[config.mk]
export PLATFORM = sky130hd
export DESIGN_NAME = id_ex_skid
export DESIGN_NICKNAME = d
export VERILOG_FILES = /design/src/rtl/id_ex_skid.sv
export SDC_FILE = /design/constraint.sdc
export NUM_CORES = 1
export LEC_CHECK = 0
export BUFFER_PORTS_ARGS = -buffer_cell sky130_fd_sc_hd__buf_4
export CAP_MARGIN = 5
export CORE_MARGIN = 10
export CORE_UTILIZATION = 50
export DETAILED_ROUTE_END_ITERATION = 12
export PLACE_DENSITY = 0.79
export SETUP_SLACK_MARGIN = 0.5
export SYNTH_ARGS = -nofsm -noshare
export SYNTH_HDL_FRONTEND = slang
export SYNTH_SLANG_ARGS = --single-unit
[constraint.sdc]
create_clock -name clk -period 1.5 [get_ports clk]
set_input_delay 0.225 -clock clk [delete_from_list [all_inputs] [get_ports clk]]
set_output_delay 0.225 -clock clk [all_outputs]
set_load 0.005 [all_outputs]
[src/rtl/id_ex_skid.sv]
// id_ex_skid: ID->EX pipeline stage with valid/ready handshake, two-entry skid buffer
// and a saturating counter of bubble cycles presented to execute.
module id_ex_skid #(
    parameter int          XLEN     = 32,
    parameter int          RD_W     = 5,
    parameter logic [31:0] NOP_INST = 32'h0000_0013,
    parameter int          CNT_W    = 16
) (
    input  logic              clk,
    input  logic              rst_n,
    input  logic              flush_i,
    input  logic              in_valid_i,
    output logic              in_ready_o,
    input  logic [31:0]       inst_i,
    input  logic [XLEN-1:0]   inst_addr_i,
    input  logic [XLEN-1:0]   rs1_data_i,
    input  logic [XLEN-1:0]   rs2_data_i,
    input  logic [RD_W-1:0]   rd_addr_i,
    input  logic              rd_wen_i,
    output logic              out_valid_o,
    input  logic              out_ready_i,
    output logic [31:0]       inst_o,
    output logic [XLEN-1:0]   inst_addr_o,
    output logic [XLEN-1:0]   rs1_data_o,
    output logic [XLEN-1:0]   rs2_data_o,
    output logic [RD_W-1:0]   rd_addr_o,
    output logic              rd_wen_o,
    output logic [CNT_W-1:0]  bubble_cnt_o
);
    localparam int PW = 32 + 3 * XLEN + RD_W + 1;
    localparam logic [PW-1:0] BUBBLE = {NOP_INST, {(PW - 32){1'b0}}};

    typedef enum logic [1:0] {EMPTY, ONE, TWO} state_t;

    state_t          state, state_d;
    logic [PW-1:0]   m, s, m_d, s_d, din;
    logic [CNT_W-1:0] cnt;
    logic            accept, drain;

    assign din          = {inst_i, inst_addr_i, rs1_data_i, rs2_data_i, rd_addr_i, rd_wen_i};
    assign in_ready_o   = state != TWO;
    assign out_valid_o  = state != EMPTY;
    assign accept       = in_valid_i & in_ready_o;
    assign drain        = out_valid_o & out_ready_i;
    assign {inst_o, inst_addr_o, rs1_data_o, rs2_data_o, rd_addr_o, rd_wen_o} = m;
    assign bubble_cnt_o = cnt;

    // M is reloaded with the bubble on every path into EMPTY, so outputs need no masking
    always_comb begin
        state_d = state;
        m_d     = m;
        s_d     = s;
        if (flush_i) begin
            state_d = EMPTY;
            m_d     = BUBBLE;
            s_d     = BUBBLE;
        end else begin
            case (state)
                EMPTY: begin
                    state_d = accept ? ONE : EMPTY;
                    m_d     = accept ? din : m;
                end
                ONE: begin
                    state_d = accept ? (drain ? ONE : TWO) : (drain ? EMPTY : ONE);
                    m_d     = accept ? (drain ? din : m) : (drain ? BUBBLE : m);
                    s_d     = (accept && !drain) ? din : s;
                end
                TWO: begin
                    state_d = drain ? ONE : TWO;
                    m_d     = drain ? s : m;
                    s_d     = drain ? BUBBLE : s;
                end
                default: begin
                    state_d = EMPTY;
                    m_d     = BUBBLE;
                    s_d     = BUBBLE;
                end
            endcase
        end
    end

    always_ff @(posedge clk or negedge rst_n) begin
        if (!rst_n) begin
            state <= EMPTY;
            m     <= BUBBLE;
            s     <= BUBBLE;
            cnt   <= '0;
        end else begin
            state <= state_d;
            m     <= m_d;
            s     <= s_d;
            if (!out_valid_o && out_ready_i && !(&cnt))
                cnt <= cnt + 1'b1;
        end
    end
endmodule

==> flow_metrics.env <==
export IMPL_drt_wl_total_um=93540
export IMPL_critical_path_cell_count=8
export IMPL_initial_core_util_pct=50.47
export IMPL_crit_required_ns=1.96
export IMPL_critical_path_cell_chain="buf_6 -> buf_6 -> buf_6 -> nor3b_4 -> nand4b_1 -> buf_4 -> nor2_4 -> xor2_2"
export IMPL_relSlewSlack_pct=42.67
export IMPL_core_area_sq_mm=0.02680
export IMPL_switching_share_pct=34.24
export IMPL_worstRegToRegCells=8
export IMPL_ys_flop_type="dfrtp_1"
export IMPL_power_frac_comb_pct=32.8
export IMPL_dieArea_sq_mm=0.03403
export IMPL_power_leakage_uw=0.01185
export IMPL_synth_most_common_cell="dfrtp_1"
export IMPL_path_clk_slew_ns=0.08
export IMPL_synth_top_cell_by_area="dfrtp_1"
export IMPL_yosys_register_bits=286
export IMPL_critPathCaptureType="register"
export IMPL_wl_per_cell_um=40.94
export IMPL_cp_start_kind="register"
export IMPL_powerDensity_mw_per_mm2=1012
export IMPL_antenna_found_initial=8
export IMPL_cts_path_max_buffers=3
export IMPL_cts_root_buf="clkbuf_16"
export IMPL_hold_viol_final=0
export IMPL_worstMarginPinSlew_ns=0.8599
export IMPL_drv_cap=0
export IMPL_setup_slack_ns=-1.031
export IMPL_hold_depth=3
export IMPL_postLayoutCoreUtil_pct=95.49
export IMPL_vias=16550
export IMPL_nFillCells=556
export IMPL_critPathTopFamily="simple AND/OR/NAND/NOR gates"
export IMPL_synthDistinctLibCells=53
export IMPL_crit_type="reg2reg"
export IMPL_fin_crit_sh_pct=168.7
export IMPL_finalClockSkew_ns=0.03934
export IMPL_finalSetupViolCount=298
export IMPL_drtAntennaViolNets=0
export IMPL_avgSynthCellArea_sq_um=12.00
export IMPL_ys_top_cells_by_count="280 x dfrtp_1, 134 x inv_1, 134 x nand2_1"
export IMPL_htree_levels=1
export IMPL_grt_overflow=0
export IMPL_gp_congestion=0.8894
export IMPL_rsz0062_at_grt="yes"
export IMPL_clock_latency_ns=0.60
export IMPL_drive_gt1_share_pct=56.75
export IMPL_crit_buf_inv=4
export IMPL_intPower_uw=17030
export IMPL_grt_max_degree=55
export IMPL_syn_to_final_growth_pct=89.20
export IMPL_multi_input_area_sq_mm=0.006977
export IMPL_violations="setup timing"
export IMPL_cts_tree="done"
export IMPL_synth_fp_nets=1267
export IMPL_min_path_type="in2reg"
export IMPL_grt_pass1_wl_um=88750
export IMPL_crit_path_max_incr_delay_ns=0.45
export IMPL_die_y_um=184.5
export IMPL_register_area_sq_mm=0.007173
export IMPL_syn_cell_area_sq_mm=0.01353
export IMPL_pwr_share_seq_pct=35.3
export IMPL_place_ws_ns=-0.1568
export IMPL_ys_warn_count=0
export IMPL_synthTopCellsByArea="dfrtp_1 52%, o2bb2ai_2 10%, mux2i_1 9.7%, a22oi_1 7.3%, inv_1 3.7%"
export IMPL_nets=2051
export IMPL_period_minus_slack_ns=2.531
export IMPL_crit_path_frequent_cell="buf_6"
export IMPL_status="finished with violations"
export IMPL_critPathMaxFanout=4
export IMPL_track_usage_pct=33.70
export IMPL_routed_via_density=7.243
export IMPL_die_w_um=184.5
export IMPL_cts_buffers=30
export IMPL_async_flop_share_pct=100.0
export IMPL_grt_pass1_vias=14690
export IMPL_slew_viol_final=0
export IMPL_p_switching_uw=8865
export IMPL_drtIter0Drc=2731
export IMPL_synth_seq_area_share_pct=52.97
export IMPL_critPathArrivalTime_ns=2.99
export IMPL_drt_first_pass_iters=6
export IMPL_drcViolationCount=0
export IMPL_ios=291
export IMPL_vdd_ir_drop_max_uv=961.3
export IMPL_synth_edf_count=0
export IMPL_rows=60
export IMPL_clkPwrFrac_pct=31.9
export IMPL_synthCells=1127
export IMPL_cp_slowest_cell="dfrtp_1"
export IMPL_clock_fmax_mhz=395.1
export IMPL_synth_top_area_share_pct=51.80
export IMPL_portBuffers=290
export IMPL_dp_hpwl_um=28030
export IMPL_numClockSinks=286
-- per-layer routing --
layer	up-vias	GRT usage (%)	share of wire (%)
li1	5568	-	-
met1	7667	38.10	29
met2	2205	58.78	43
met3	1101	7.167	15
met4	10	17.27	13
met5	-	0	0.15
-- path summary, 6_finish.rpt --
path                       startpoint  slack, ns          endpoint
setup / recovery             state[1]      -1.03  bubble_cnt_o[11]
hold / removal              inst_i[1]       0.05            s[103]
setup reg to reg             state[1]      -1.03  bubble_cnt_o[11]
hold reg to reg                  m[9]       0.51              m[9]
max in group asynchronous       rst_n       0.55              s[1]
min in group asynchronous       rst_n       0.17             s[90]
-- tightest hold or removal path: cells and delay by family --
kind	cells	cell delay [ns]
buffers and inverters	1	0.11
muxes	1	0.14
and+or+nand+nor	1	0.11
-- final cells by class --
class                      instances  share of cell area, %
clock inverter                     8                 0.2689
tap                              341                  1.667
sequential                       286                  28.03
inverter                         134                  1.975
timing repair buffer             842                  37.09
clock buffer                      46                  3.603
multi-input combinational        617                  27.26
antenna                           11                 0.1076
-- logic make-up (layout without fill, tap and decap cells) --
family | Yosys count | after routing | synth area share, %
other | 0 | 11 | 0
buffers and inverters | 225 | 1030 | 8.381
muxes | 142 | 142 | 10.64
and+or+nand+nor | 185 | 185 | 6.411
adders and majority gates | 1 | 1 | 0.09249
AOI/OAI and AO/OA | 274 | 275 | 20.60
xor gates and xnor gates | 14 | 14 | 0.9065
DFF | 286 | 286 | 52.97
-- cells in the final DEF, fill, tap and decap left out, types with 7 or more instances in the layout --
cell           count
xor2_1             8
mux2i_1          121
mux2_4             9
a22oi_1           29
buf_6            205
buf_8             29
dfrtp_1          273
o2bb2ai_2         94
buf_16            39
a22oi_2          102
dfrtp_2            7
buf_12            63
clkbuf_16         44
clkbuf_8           9
inv_1            133
mux2i_2            8
diode_2           11
o2bb2ai_4         37
nand2_4           12
nand2_2           19
buf_4            357
dlygate4sd3_1    134
nand2_1          103
nand2b_1           7
-- per-stage QoR --
step	TNS [ns]	std cells	cell area, sq um	hold WS [ns]	power, uW
6_report	-156.06	2285	25590	0.05480	25890
5_1_grt	-148.13	2281	25580	0.04794	26090
4_1_cts	-59.47	2151	23150	0.007558	22410
3_5_place_dp	-24.79	1811	17670	0.1601	13020
3_3_place_gp	-16.10	1811	17670	0.1582	12900
2_1_floorplan	-5.501	1127	14380	-0.07059	10860
-- state kept, by name, summed over array words and instances, names as in the netlist --
register	count
m	134
state	2
s	134
bubble_cnt_o	16
-- repair_timing --
item / 4_1_cts / 5_1_grt
hold buffers: 134 / 0
gates cloned: 35 / 17
resized for setup: 279 / 237
endpoints found under the hold margin: 483 / 0
pin swaps: 54 / 88
endpoints found under the setup margin: 438 / 466
buffers inserted: 117 / 106
-- power by group through the flow --
stage | Clock, uW | Combinational (uW) | Sequential (uW)
global placement | 0 | 3990 | 8900
global route | 8430 | 8540 | 9120
floorplan | 0 | 1940 | 8930
finish | 8260 | 8500 | 9130
CTS | 7490 | 6070 | 8850
detailed placement | 0 | 4100 | 8920
Note: power is estimated with default switching activity, not from simulation.
